<file path="config.mk">
export PLATFORM = sky130hd
export DESIGN_NAME = axi_burst_sched_flat
export DESIGN_NICKNAME = d
export VERILOG_FILES = /design/src/rtl/axi_burst_sched_pkg.sv /design/src/rtl/axi_burst_sched_if.sv /design/src/rtl/axi_burst_sched_rr_arb.sv /design/src/rtl/axi_burst_sched.sv /design/src/flat_wrapper.sv
export SDC_FILE = /design/constraint.sdc
export NUM_CORES = 1
export LEC_CHECK = 0
export CELL_PAD_IN_SITES_DETAIL_PLACEMENT = 1
export CELL_PAD_IN_SITES_GLOBAL_PLACEMENT = 2
export CORE_ASPECT_RATIO = 0.8
export CORE_MARGIN = 2
export CORE_UTILIZATION = 28
export DETAILED_ROUTE_END_ITERATION = 8
export GPL_TIMING_DRIVEN = 0
export PLACE_DENSITY = 0.87
export SYNTH_ARGS = -nofsm -noshare
export SYNTH_HDL_FRONTEND = slang
export SYNTH_HIERARCHICAL = 1
export SYNTH_SLANG_ARGS = --single-unit
</file>
<file path="constraint.sdc">
create_clock -name clk -period 5.85 [get_ports clk]
set_input_delay 0.585 -clock clk [delete_from_list [all_inputs] [get_ports clk]]
set_output_delay 0.585 -clock clk [all_outputs]
set_load 0.1 [all_outputs]
</file>
<file path="src/rtl/axi_burst_sched_pkg.sv">
`default_nettype none
// ============================================================================
//  Module  : axi_burst_sched_pkg
//  Purpose : Shared types and helpers for the AXI burst scheduler. Provides
//            the scheduler state encoding, the AXI length width and the
//            round-robin successor function used by the arbiter.
//  Config  : none (AXI_BURST_SCHED_TRUNC_EN only affects axi_burst_sched)
//  Revision: 1.0  initial release
// ============================================================================
package axi_burst_sched_pkg;

    // AXI-coded burst length (beats - 1) is always one byte wide.
    localparam int AXI_LEN_W = 8;

    // Channel index width; CH_NUM is limited to 1..8.
    localparam int IDX_W = 3;

    typedef enum logic [2:0] {
        ST_IDLE = 3'd0,
        ST_ARB  = 3'd1,
        ST_REQ  = 3'd2,
        ST_BUSY = 3'd3,
        ST_UPD  = 3'd4
    } state_t;

    // Channel that follows idx in a ring of n channels.
    function automatic logic [IDX_W-1:0] rr_next(input logic [IDX_W-1:0] idx,
                                                 input int unsigned      n);
        if ((32'(idx) + 32'd1) >= n) begin
            return '0;
        end
        return idx + 1'b1;
    endfunction

endpackage
`default_nettype wire

</file>
<file path="src/rtl/axi_burst_sched_if.sv">
`default_nettype none
// ============================================================================
//  Module  : axi_burst_sched_if
//  Purpose : Handshake bundle between the burst scheduler and the AXI master
//            engine plus the data-path channel select.
//  Signals : axi_ready  master idle            (engine -> scheduler)
//            axi_done   burst complete pulse   (engine -> scheduler)
//            axi_start  burst request          (scheduler -> engine)
//            axi_addr   burst start address    (scheduler -> engine)
//            axi_len    AXI-coded length       (scheduler -> engine)
//            grant      one-hot channel select (scheduler -> data path)
//  Modports: master = scheduler side, slave = AXI engine side
//  Config  : none
//  Revision: 1.0  initial release
// ============================================================================
interface axi_burst_sched_if #(
    parameter int CH_NUM = 4,
    parameter int ADDR_W = 30
) ();

    logic              axi_ready;
    logic              axi_done;
    logic              axi_start;
    logic [ADDR_W-1:0] axi_addr;
    logic [7:0]        axi_len;
    logic [CH_NUM-1:0] grant;

    modport master (
        input  axi_ready,
        input  axi_done,
        output axi_start,
        output axi_addr,
        output axi_len,
        output grant
    );

    modport slave (
        output axi_ready,
        output axi_done,
        input  axi_start,
        input  axi_addr,
        input  axi_len,
        input  grant
    );

endinterface
`default_nettype wire

</file>
<file path="src/rtl/axi_burst_sched_rr_arb.sv">
`default_nettype none
// ============================================================================
//  Module  : rr_arb
//  Purpose : Single-cycle round-robin arbiter. The search starts at the
//            channel after last_grant and wraps once around the ring.
//  Ports   : req        [N]      request vector
//            last_grant [IDX_W]  index of the previously granted channel
//            grant      [N]      one-hot winner (all zero if no request)
//  Config  : none
//  Revision: 1.0  initial release
// ============================================================================
module rr_arb
    import axi_burst_sched_pkg::*;
#(
    parameter int N = 4
) (
    input  wire  [N-1:0]     req,
    input  wire  [IDX_W-1:0] last_grant,
    output logic [N-1:0]     grant
);

    generate
        if (N == 1) begin : g_single
            // Only one requester: priority history is irrelevant.
            logic w_unused_last;
            assign w_unused_last = ^last_grant;
            assign grant         = req;
        end else begin : g_multi
            logic             found;
            logic [IDX_W-1:0] cand;

            always_comb begin
                grant = '0;
                found = 1'b0;
                cand  = rr_next(last_grant, N);
                for (int k = 0; k < N; k++) begin
                    for (int i = 0; i < N; i++) begin
                        if (!found && (int'(cand) == i) && req[i]) begin
                            grant[i] = 1'b1;
                            found    = 1'b1;
                        end
                    end
                    cand = rr_next(cand, N);
                end
            end
        end
    endgenerate

endmodule
`default_nettype wire

</file>
<file path="src/rtl/axi_burst_sched.sv">
`default_nettype none
// ============================================================================
//  Module  : axi_burst_sched
//  Purpose : Shares one AXI master between CH_NUM FIFO channels. Each channel
//            owns a circular address window; when its FIFO holds (write) or
//            can accept (read) a full burst it becomes eligible, a
//            round-robin arbiter picks one, the burst is issued and the
//            channel pointer advances (wrapping at the window end).
//  Ports   : clk, rst_n             clock, asynchronous active-low reset
//            ch_rst   [CH_NUM]        per-channel pointer reset
//            ch_en    [CH_NUM]        channel enable
//            ch_beg_addr/ch_end_addr  packed inclusive windows
//            ch_burst_len             packed AXI-coded lengths
//            ch_fifo_cnt              packed FIFO levels
//            bus (master modport)     axi_ready/done in, axi_start/addr/len
//                                     and grant out
//  Config  : AXI_BURST_SCHED_TRUNC_EN - shorten the burst that would run past
//            the window end instead of wrapping before it.
//  Revision: 1.0  initial release
// ============================================================================
module axi_burst_sched
    import axi_burst_sched_pkg::*;
#(
    parameter int CH_NUM     = 4,
    parameter int DIR        = 0,
    parameter int ADDR_W     = 30,
    parameter int CNT_W      = 10,
    parameter int FIFO_DEPTH = 512,
    parameter int BEAT_BYTES = 8
) (
    input  wire                       clk,
    input  wire                       rst_n,
    input  wire  [CH_NUM-1:0]         ch_rst,
    input  wire  [CH_NUM-1:0]         ch_en,
    input  wire  [CH_NUM*ADDR_W-1:0]  ch_beg_addr,
    input  wire  [CH_NUM*ADDR_W-1:0]  ch_end_addr,
    input  wire  [CH_NUM*8-1:0]       ch_burst_len,
    input  wire  [CH_NUM*CNT_W-1:0]   ch_fifo_cnt,
    axi_burst_sched_if.master         bus
);

    localparam int SUM_W = CNT_W + 1;
    localparam int SHIFT = $clog2(BEAT_BYTES);
    localparam int EW    = ADDR_W + 2;   // headroom for next + burst bytes

    // ------------------------------------------------------------------
    // State
    // ------------------------------------------------------------------
    state_t                 state_q, state_d;
    logic                   start_q, start_d;
    logic [CH_NUM-1:0]      grant_q, grant_d;
    logic [ADDR_W-1:0]      addr_q, addr_d;
    logic [AXI_LEN_W-1:0]   len_q, len_d;
    logic [IDX_W-1:0]       rr_q, rr_d;
    logic                   init_q;
    logic [ADDR_W-1:0]      ptr_q [CH_NUM];
    logic [ADDR_W-1:0]      ptr_d [CH_NUM];
    logic [CH_NUM-1:0]      pend_q, pend_d;

    // ------------------------------------------------------------------
    // Combinational
    // ------------------------------------------------------------------
    logic [ADDR_W-1:0]      w_beg     [CH_NUM];
    logic [ADDR_W-1:0]      w_end     [CH_NUM];
    logic [AXI_LEN_W-1:0]   w_blen    [CH_NUM];
    logic [CNT_W-1:0]       w_cnt     [CH_NUM];
    logic [AXI_LEN_W-1:0]   w_eff_len [CH_NUM];
    logic [CH_NUM-1:0]      w_elig;
    logic [CH_NUM-1:0]      w_arb_grant;
    logic [CH_NUM-1:0]      w_wrap;
    logic [IDX_W-1:0]       w_sel_idx;
    logic [ADDR_W-1:0]      w_sel_addr;
    logic [AXI_LEN_W-1:0]   w_sel_len;
    logic [EW-1:0]          w_burst_bytes;
    logic [EW-1:0]          w_next;
    logic                   w_upd;

    // Byte size of the burst in flight and the address right after it.
    assign w_burst_bytes = (EW'(len_q) + EW'(1)) << SHIFT;
    assign w_next        = EW'(addr_q) + w_burst_bytes;

    generate
        for (genvar i = 0; i < CH_NUM; i++) begin : g_ch
            logic [SUM_W-1:0] w_need;

            assign w_beg[i]  = ch_beg_addr[i*ADDR_W +: ADDR_W];
            assign w_end[i]  = ch_end_addr[i*ADDR_W +: ADDR_W];
            assign w_blen[i] = ch_burst_len[i*8 +: 8];
            assign w_cnt[i]  = ch_fifo_cnt[i*CNT_W +: CNT_W];

`ifdef AXI_BURST_SCHED_TRUNC_EN
            // Bytes left up to the inclusive window end; a shorter tail
            // burst is issued when a full one would not fit.
            logic [ADDR_W:0] w_remain;
            logic [ADDR_W:0] w_full;

            assign w_remain     = {1'b0, w_end[i]} + (ADDR_W+1)'(1) - {1'b0, ptr_q[i]};
            assign w_full       = ((ADDR_W+1)'(w_blen[i]) + (ADDR_W+1)'(1)) << SHIFT;
            assign w_eff_len[i] = (w_remain < w_full)
                                ? AXI_LEN_W'((w_remain >> SHIFT) - (ADDR_W+1)'(1))
                                : w_blen[i];
            // A tail burst may end exactly at the window end, so only wrap
            // once the pointer has moved past it.
            assign w_wrap[i]    = w_next > EW'(w_end[i]);
`else
            assign w_eff_len[i] = w_blen[i];
            // Wrap early when the following full burst would cross the end.
            assign w_wrap[i]    = (w_next + w_burst_bytes) > (EW'(w_end[i]) + EW'(1));
`endif

            assign w_need = SUM_W'(w_eff_len[i]) + SUM_W'(1);

            if (DIR == 0) begin : g_wr
                // Write: FIFO must already hold the whole burst.
                assign w_elig[i] = ch_en[i] & ~ch_rst[i] & (SUM_W'(w_cnt[i]) >= w_need);
            end else begin : g_rd
                // Read: FIFO must have room for the whole burst.
                assign w_elig[i] = ch_en[i] & ~ch_rst[i]
                                 & ((SUM_W'(w_cnt[i]) + w_need) <= SUM_W'(FIFO_DEPTH));
            end
        end
    endgenerate

    rr_arb #(
        .N (CH_NUM)
    ) u_rr_arb (
        .req        (w_elig),
        .last_grant (rr_q),
        .grant      (w_arb_grant)
    );

    // Winner's index, pointer and length.
    always_comb begin
        w_sel_idx  = '0;
        w_sel_addr = '0;
        w_sel_len  = '0;
        for (int i = 0; i < CH_NUM; i++) begin
            if (w_arb_grant[i]) begin
                w_sel_idx  = IDX_W'(i);
                w_sel_addr = ptr_q[i];
                w_sel_len  = w_eff_len[i];
            end
        end
    end

    // ------------------------------------------------------------------
    // Scheduler FSM: next state and registered outputs
    // ------------------------------------------------------------------
    always_comb begin
        state_d = state_q;
        start_d = start_q;
        grant_d = grant_q;
        addr_d  = addr_q;
        len_d   = len_q;
        rr_d    = rr_q;
        w_upd   = 1'b0;

        case (state_q)
            ST_IDLE: begin
                // Pointers are loaded on the first clock after reset; hold
                // off until they are valid.
                if (!init_q && (|w_elig) && bus.axi_ready) begin
                    state_d = ST_ARB;
                end
            end
            ST_ARB: begin
                if ((|w_arb_grant) && bus.axi_ready) begin
                    state_d = ST_REQ;
                    start_d = 1'b1;
                    grant_d = w_arb_grant;
                    addr_d  = w_sel_addr;
                    len_d   = w_sel_len;
                    rr_d    = w_sel_idx;
                end else begin
                    state_d = ST_IDLE;
                end
            end
            ST_REQ: begin
                // The engine signals acceptance by dropping axi_ready.
                if (!bus.axi_ready) begin
                    start_d = 1'b0;
                    state_d = ST_BUSY;
                end
            end
            ST_BUSY: begin
                if (bus.axi_done) begin
                    state_d = ST_UPD;
                end
            end
            ST_UPD: begin
                w_upd   = 1'b1;
                grant_d = '0;
                state_d = ST_IDLE;
            end
            default: begin
                state_d = ST_IDLE;
                start_d = 1'b0;
                grant_d = '0;
            end
        endcase
    end

    // ------------------------------------------------------------------
    // Per-channel address pointers
    // ------------------------------------------------------------------
    always_comb begin
        for (int i = 0; i < CH_NUM; i++) begin
            ptr_d[i]  = ptr_q[i];
            pend_d[i] = pend_q[i];
            if (init_q) begin
                ptr_d[i]  = w_beg[i];
                pend_d[i] = 1'b0;
            end else if (ch_rst[i]) begin
                ptr_d[i]  = w_beg[i];
                // A reset during the channel's own burst must survive until
                // the update, otherwise the post-burst advance would undo it.
                pend_d[i] = grant_q[i] & ~w_upd;
            end else if (w_upd && grant_q[i]) begin
                ptr_d[i]  = (pend_q[i] || w_wrap[i]) ? w_beg[i] : w_next[ADDR_W-1:0];
                pend_d[i] = 1'b0;
            end
        end
    end

    always_ff @(posedge clk or negedge rst_n) begin
        if (!rst_n) begin
            state_q <= ST_IDLE;
            start_q <= 1'b0;
            grant_q <= '0;
            addr_q  <= '0;
            len_q   <= '0;
            rr_q    <= IDX_W'(CH_NUM - 1);
            init_q  <= 1'b1;
            pend_q  <= '0;
            for (int i = 0; i < CH_NUM; i++) begin
                ptr_q[i] <= '0;
            end
        end else begin
            state_q <= state_d;
            start_q <= start_d;
            grant_q <= grant_d;
            addr_q  <= addr_d;
            len_q   <= len_d;
            rr_q    <= rr_d;
            init_q  <= 1'b0;
            pend_q  <= pend_d;
            for (int i = 0; i < CH_NUM; i++) begin
                ptr_q[i] <= ptr_d[i];
            end
        end
    end

    assign bus.axi_start = start_q;
    assign bus.axi_addr  = addr_q;
    assign bus.axi_len   = len_q;
    assign bus.grant     = grant_q;

endmodule
`default_nettype wire

</file>
<file path="src/flat_wrapper.sv">
// flat-port wrapper written by rule: the top's interface ports become plain ports
module axi_burst_sched_flat import axi_burst_sched_pkg::*;
#(
    parameter int CH_NUM     = 4,
    parameter int DIR        = 0,
    parameter int ADDR_W     = 30,
    parameter int CNT_W      = 10,
    parameter int FIFO_DEPTH = 512,
    parameter int BEAT_BYTES = 8
)
  (clk, rst_n, ch_rst, ch_en, ch_beg_addr, ch_end_addr, ch_burst_len, ch_fifo_cnt, bus_axi_ready, bus_axi_done, bus_axi_start, bus_axi_addr, bus_axi_len, bus_grant);
  axi_burst_sched_if #(.CH_NUM(CH_NUM), .ADDR_W(ADDR_W)) bus_i ();
  input  wire clk;
  input  wire rst_n;
  input  wire  [CH_NUM-1:0] ch_rst;
  input  wire  [CH_NUM-1:0] ch_en;
  input  wire  [CH_NUM*ADDR_W-1:0] ch_beg_addr;
  input  wire  [CH_NUM*ADDR_W-1:0] ch_end_addr;
  input  wire  [CH_NUM*8-1:0] ch_burst_len;
  input  wire  [CH_NUM*CNT_W-1:0] ch_fifo_cnt;
  input wire logic [$bits(bus_i.axi_ready)-1:0] bus_axi_ready;
  input wire logic [$bits(bus_i.axi_done)-1:0] bus_axi_done;
  output wire logic [$bits(bus_i.axi_start)-1:0] bus_axi_start;
  output wire logic [$bits(bus_i.axi_addr)-1:0] bus_axi_addr;
  output wire logic [$bits(bus_i.axi_len)-1:0] bus_axi_len;
  output wire logic [$bits(bus_i.grant)-1:0] bus_grant;
  assign bus_i.axi_ready = bus_axi_ready;
  assign bus_i.axi_done = bus_axi_done;
  assign bus_axi_start = bus_i.axi_start;
  assign bus_axi_addr = bus_i.axi_addr;
  assign bus_axi_len = bus_i.axi_len;
  assign bus_grant = bus_i.grant;
  axi_burst_sched #(.CH_NUM(CH_NUM), .DIR(DIR), .ADDR_W(ADDR_W), .CNT_W(CNT_W), .FIFO_DEPTH(FIFO_DEPTH), .BEAT_BYTES(BEAT_BYTES)) u_core (.clk(clk), .rst_n(rst_n), .ch_rst(ch_rst), .ch_en(ch_en), .ch_beg_addr(ch_beg_addr), .ch_end_addr(ch_end_addr), .ch_burst_len(ch_burst_len), .ch_fifo_cnt(ch_fifo_cnt), .bus(bus_i));
endmodule
</file>
# Word level (Yosys, flattened, before mapping)
# Index checks and enable logic that the tools add are counted.
[totals] register_bits=174 out_inout_bits=43
[op_classes] add_sub_neg=19 n_lt_le_gt_ge=12 n_eq_ne=20 n_mux=92 bitwise_logic=19 n_reduce_logical=75
[ops] operator="30-bit two-way mux" n=20
[ops] operator="32-bit > comparator" n=4
[ops] operator="30-bit by 1-bit adder with 31-bit output (second input constant)" n=4
[ops] operator="1-bit two-way mux" n=50
[ops] operator="8-bit by 1-bit adder with 9-bit output (second input constant)" n=5
[ops] operator="10-bit by 11-bit greater-or-equal comparator with 1-bit output" n=4
[ops] operator="1-bit logical AND" n=38
[ops] operator="3-bit two-way mux" n=11
[ops] operator="30-bit by 32-bit adder with 32-bit output" n=1
[ops] operator="32-bit adder" n=1
[ops] operator="32-bit by 3-bit greater-or-equal comparator with 1-bit output (second input constant)" n=1
[ops] operator="8-bit two-way mux" n=4
[ops] operator="3-bit equality test (second input constant)" n=9
[ops] operator="3-bit by 2-bit equality test with 1-bit output (second input constant)" n=6
[ops] operator="3-bit by 1-bit adder with 4-bit output (second input constant)" n=4
[ops] operator="1-bit zero test" n=16
[ops] operator="3-bit zero test" n=5
[ops] operator="3-bit by 1-bit adder with 3-bit output (second input constant)" n=4
[ops] operator="1-bit AND" n=12
[ops] operator="4-bit by 3-bit greater-or-equal comparator with 1-bit output (second input constant)" n=3
[ops] operator="3-bit case mux with 4 select lines" n=1
[ops] operator="3-bit nonzero test" n=4
[ops] operator="4-bit case mux with 2 select lines" n=1
[ops] operator="4-bit OR reduction" n=2
[ops] operator="11 further kinds" n=27

# Depth between registers and ports, before layout
[logic_depth] depth_word=71 depth_mapped=29

# Modules after synthesis
# The synthesis kept the hierarchy.
[modules_own_cells] mod="axi_burst_sched" n_inst=1 cells_each=1919 area_per_inst_um2=16384.5
[modules_own_cells] mod="rr_arb" n_inst=1 cells_each=66 area_per_inst_um2=475.5

# Worst setup path after synthesis
# No wires, ideal clock.
[synth_path] path_kind="reg-to-reg" startpoint="reg u_core.len_q[0], in the netlist u_core/bus.axi_len[0]" endpoint="reg u_core/ptr_q[61] (netlist name)" setup_ps=137 arrival_time_ps=6524 t_required_ps=5713 slack_ps=-811 stages_incl_launch_ff=30 cell_sequence="dfrtp_1 and3_1 nand3_1 xnor2_1 ha_1 a21oi_1 o21ai_1 a21o_1 a21oi_1 xnor2_1 ha_1 o21ai_0 a21oi_1 o211ai_2 nor4_4 nand3_1 xnor2_1 ha_1 nand3_1 nor2_1 nand4_1 nand3b_1 nor2_1 o31a_1 nor4_1 a211oi_1 o21ai_1 buf_2 mux2i_1 a21oi_1"
[synth_via] elab_chain_cells=9
[synth_rtl] item="start: declaration" line="axi_burst_sched.sv:53" source="logic [AXI_LEN_W-1:0] len_q, len_d;"
[synth_rtl] item="start signal: assignment" line="axi_burst_sched.sv:243" source="len_q <= len_d;"
[synth_rtl] item="8-bit by 1-bit adder with 9-bit output *" line="axi_burst_sched.sv:79" source="assign w_burst_bytes = (EW'(len_q) + EW'(1)) << SHIFT;"
[synth_rtl] item="30-bit by 32-bit adder with 32-bit output" line="axi_burst_sched.sv:80" source="assign w_next = EW'(addr_q) + w_burst_bytes;"
[synth_rtl] item="32-bit adder *" line="axi_burst_sched.sv:108" source="assign w_wrap[i] = (w_next + w_burst_bytes) > (EW'(w_end[i]) + EW'(1));"
[synth_rtl] item="32-bit > comparator *" line="axi_burst_sched.sv:108"
[synth_rtl] item="1-bit logical OR *" line="axi_burst_sched.sv:219" source="ptr_d[i] = (pend_q[i] || w_wrap[i]) ? w_beg[i] : w_next[ADDR_W-1:0];"
[synth_rtl] item="30-bit two-way mux *" line="axi_burst_sched.sv:219"
[synth_rtl] item="30-bit two-way mux *" line="axi_burst_sched.sv:218" source="end else if (w_upd && grant_q[i]) begin"
[synth_rtl] item="30-bit two-way mux *" line="axi_burst_sched.sv:213" source="end else if (ch_rst[i]) begin"
[synth_rtl] item="30-bit two-way mux *" line="axi_burst_sched.sv:210" source="if (init_q) begin"
[synth_rtl] item="end signal: indexed assignment" line="axi_burst_sched.sv:248" source="ptr_q[i] <= ptr_d[i];"
[synth_rtl] item="end: declaration" line="axi_burst_sched.sv:56" source="logic [ADDR_W-1:0] ptr_q [CH_NUM];"
# Mark *: on every way between the ends. The rest lies on a longest branch, timed or not. The select of a mux whose other input is x is not followed.
# A chain may end at the register's enable or synchronous reset.

# Worst setup path after layout
[layout_path] startpoint="reg u_core.len_q[0], in the netlist u_core/bus.axi_len[0]" endpoint="reg u_core/ptr_q[67] (netlist name)"
[layout_via] elab_chain_cells=9
[layout_rtl] item="8-bit by 1-bit adder with 9-bit output *" line="axi_burst_sched.sv:79"
[layout_rtl] item="30-bit by 32-bit adder with 32-bit output" line="axi_burst_sched.sv:80"
[layout_rtl] item="32-bit adder" line="axi_burst_sched.sv:108"
[layout_rtl] item="32-bit > comparator" line="axi_burst_sched.sv:108"
[layout_rtl] item="1-bit logical OR" line="axi_burst_sched.sv:219"
[layout_rtl] item="30-bit two-way mux *" line="axi_burst_sched.sv:219"
[layout_rtl] item="30-bit two-way mux *" line="axi_burst_sched.sv:218"
[layout_rtl] item="30-bit two-way mux *" line="axi_burst_sched.sv:213"
[layout_rtl] item="30-bit two-way mux *" line="axi_burst_sched.sv:210"
# Marks and branches as above.

==> run_results.csv <==
group,metric,value,unit
worst_setup_path,slowest_delay,540,ps
die,core,59600,sq um
clocking,clk_path_buf_depth,2,
final_layout,final_common_cell,"clkdlybuf4s50_1",
route,avgViaCountPerCell,5.59,
logic_synthesis,postSynthAreaPerCell,8.49,sq um
sta,drv_slew,0,
worst_setup_path,critPathMaxFanout,6,
status,status,"complete, but fails checks",
clocking,cts_tree,"yes",
sta,finalSetupTns,-57190,ps
global_routing,grt_usage,25.5,%
worst_setup_path,rr_worst_depth,31,
clocking,insertion_delay,460,ps
final_layout,drive_above_1_share,13.7,%
placed_design,gp_congestion,0.970,
power,netSwitchingPower,0.00860,W
final_layout,area_growth,43.8,%
route,dr_total_vias,18130,
power,switching_share,55.8,%
clocking,numCtsBuffers,17,
route,ant_nets,0,
placed_design,post-dp-hpwl,64.7,mm
status,violations,"negative setup slack",
sta,tightest_slew,1240,ps
die,rows,80,
die,ios,367,
sta,hold_ws,84.9,ps
global_routing,grt_max_degree,102,
sta,rsz0062_at_grt,"yes",
power,power_density,635,nW/um^2
logic_synthesis,synth.distinct_cells,78,
logic_synthesis,seq_area_frac_synth,25.7,%
worst_setup_path,start_kind,"register",
final_layout,nets,2973,
worst_setup_path,rr_startpoint,"u_core/bus.axi_len[0]",
worst_setup_path,critPathCaptureType,"register",
sta,min_period,6670,ps
worst_setup_path,ff2ff_setup_slack,-820,ps
final_layout,post-route-cell-area,24200,sq um
sta,finalSetupViolations,120,
worst_setup_path,crit_type,"reg -> reg",
sta,clock-skew-final,11.7,ps
route,drc,0,
global_routing,grt_pass1_vias,18581,
sta,hold_viol_final,0,
die,die-height,223,um
die,initial_utilization,28.3,%
clocking,cts_root_buf,"clkbuf_16",
logic_synthesis,yosysWarnings,6,
final_layout,layout_common_cells,"clkdlybuf4s50_1 (363), nor2_1 (186), ha_1 (182)",
sta,max_freq,150,MHz
power,clkPwrFrac,7.6,%
die,die-area,62200,sq um
clocking,cts_sinks,173,
final_layout,finish.utilization,40.7,%
clocking,cts.clk_slew.worst_paths,80,ps
power,finalPower,0.0154,W
worst_setup_path,worstPathRequired,6170,ps
power,p_leak,9.93,nW
route,wirelength,81.6,mm
placed_design,port_buffers,365,
logic_synthesis,synth_seq_cells,173,
worst_setup_path,path_delay_family,"compound AO/OA/AOI/OAI gates",
route,drt_iter0_drc,1249,
power,vdd_drop_max,0.000410,V
run,drv_cap,0,
clocking,postCtsHoldBufs,0,
global_routing,antenna_found_initial,9,
power,sequentialPowerShare,14.5,%
worst_setup_path,slowest_stage,"dfrtp_4",
power,combPwrFrac,77.9,%
power,p_int,0.00680,W
logic_synthesis,synth_top_flop_cell,"dfrtp_1",
worst_setup_path,path_buf_inv,4,
sta,finalCritPeriodShare,114,%
logic_synthesis,synthesis.area,16900,sq um
logic_synthesis,synth-edff-count,0,
route,route.detailed.wl_per_inst,25.1,um
logic_synthesis,synthCells,1985,
sta,max-slew-margin-rel,17.1,%
placed_design,dpl_cell_area,21600,sq um
global_routing,overflow,0,
logic_synthesis,async_flop_share,100,%
sta,post-route-worst-setup-slack,-824,ps
worst_setup_path,r2r_end,"u_core/ptr_q[67]",
clocking,htreeDepth,4,
worst_setup_path,cp.arrival,6990,ps
min_path,min_path_type,"in -> async",
die,die_width,278,um
global_routing,grt_pass1_wl,120,mm
route,dr.pass1.iters,5,
[metrics by stage]
step / cells / worst slack [ps]
2_1_floorplan: 1991 / 0.393
3_3_place_gp: 3135 / -4530
3_5_place_dp: 3137 / -2300
4_1_cts: 3225 / -500
5_1_grt: 3246 / -951
6_report: 3246 / -824
[kinds of logic (layout without fill, tap and decap cells)]
logic type	Yosys count	in the layout	synth area share, %
AND/OR/NAND/NOR	680	680	19.4
AO/OA/AOI/OAI	490	490	19.5
adder cells (fa/ha/maj)	203	203	15.1
XOR/XNOR	196	196	10.7
flip-flops	173	173	25.7
buffers and inverters	140	610	3.57
multiplexers	101	101	6.01
other	2	14	0.0445
[power groups by stage]
stage	combinational (W)	clock [W]	sequential (W)
floorplan	0.00537	0	0.00297
global route	0.0128	0.00123	0.00228
detailed placement	0.00957	0	0.00218
finish	0.0120	0.00117	0.00223
CTS	0.0111	0.00118	0.00221
global placement	0.00913	0	0.00216
[layer usage]
metal | vias up | wire (um) | GRT usage (%)
li1 | 8213 | - | -
met1 | 9193 | 37100 | 35.7
met2 | 614 | 37300 | 40.6
met3 | 104 | 5000 | 3.72
met4 | 6 | 2230 | 7.10
met5 | - | 32 | 0
[synth_stat cells, drive strengths merged (4+ instances only)]
master   instances  share of area, %
nor2           200               4.5
ha             199                15
nand2          175               3.9
dfrtp          170                25
a21oi          127               3.8
nand3          105               3.2
o21ai          104               3.2
xnor2          100               5.5
mux2i           99               5.9
xor2            94               4.9
clkbuf          60               1.3
inv             60               1.3
a22oi           54               2.4
nand4           49               1.9
a21o            43               1.9
a221oi          39               2.0
and3            36               1.3
o211ai          29               1.5
nor3            25              0.81
and4            20               1.0
buf             20              0.90
o21a            20              0.89
nand2b          17              0.63
a211oi          15              0.70
o22ai           13              0.52
nor4            10              0.46
and2             9              0.33
a2111oi          7              0.40
nor2b            7              0.26
or2              7              0.26
nor4b            5              0.26
o221a            5              0.33
or4              5              0.22
nor3b            4              0.18
o31ai            4              0.18
[cell type report]
cell class                 count  area, sq um
antenna                        6         15.0
fill                        6896        35300
clock inverter                15          155
multi-input combinational   1678        13300
buffer                        77          479
inverter                      60          225
clock buffer                  17          425
timing repair buffer         441         4320
sequential                   173         4350
tap                          779          975
[worst max-delay path by stage]
stage / start / endpoint / slack (ps) / cells after the start
floorplan: u_core/bus.axi_len[0] / u_core/ptr_q[75] / 0.4 / 28
global placement: rst_n / u_core/bus.axi_len[1] / -4530 / 1
detailed placement: u_core/bus.axi_len[0] / u_core/ptr_q[61] / -2300 / 28
CTS: u_core/bus.axi_len[0] / u_core/ptr_q[61] / -500 / 28
global route: u_core/bus.axi_len[0] / u_core/ptr_q[61] / -950 / 31
finish: u_core/bus.axi_len[0] / u_core/ptr_q[67] / -820 / 31
[state kept, by name (all words and copies together) (netlist names)]
register,count
u_core/init_q,1
u_core/state_q,3
u_core/ptr_q,120
u_core/bus.axi_len,8
u_core/pend_q,4
u_core/bus.axi_start,1
u_core/bus.grant,4
u_core/rr_q,2
u_core/bus.axi_addr,30
[timing repair]
action                                  4_1_cts  5_1_grt
buffers inserted                             57       15
endpoints found under the setup margin      164      165
cloned                                        2        0
gates resized for setup                     214       77
pin swaps                                    68       36
Power figures use the tool's default switching activity.
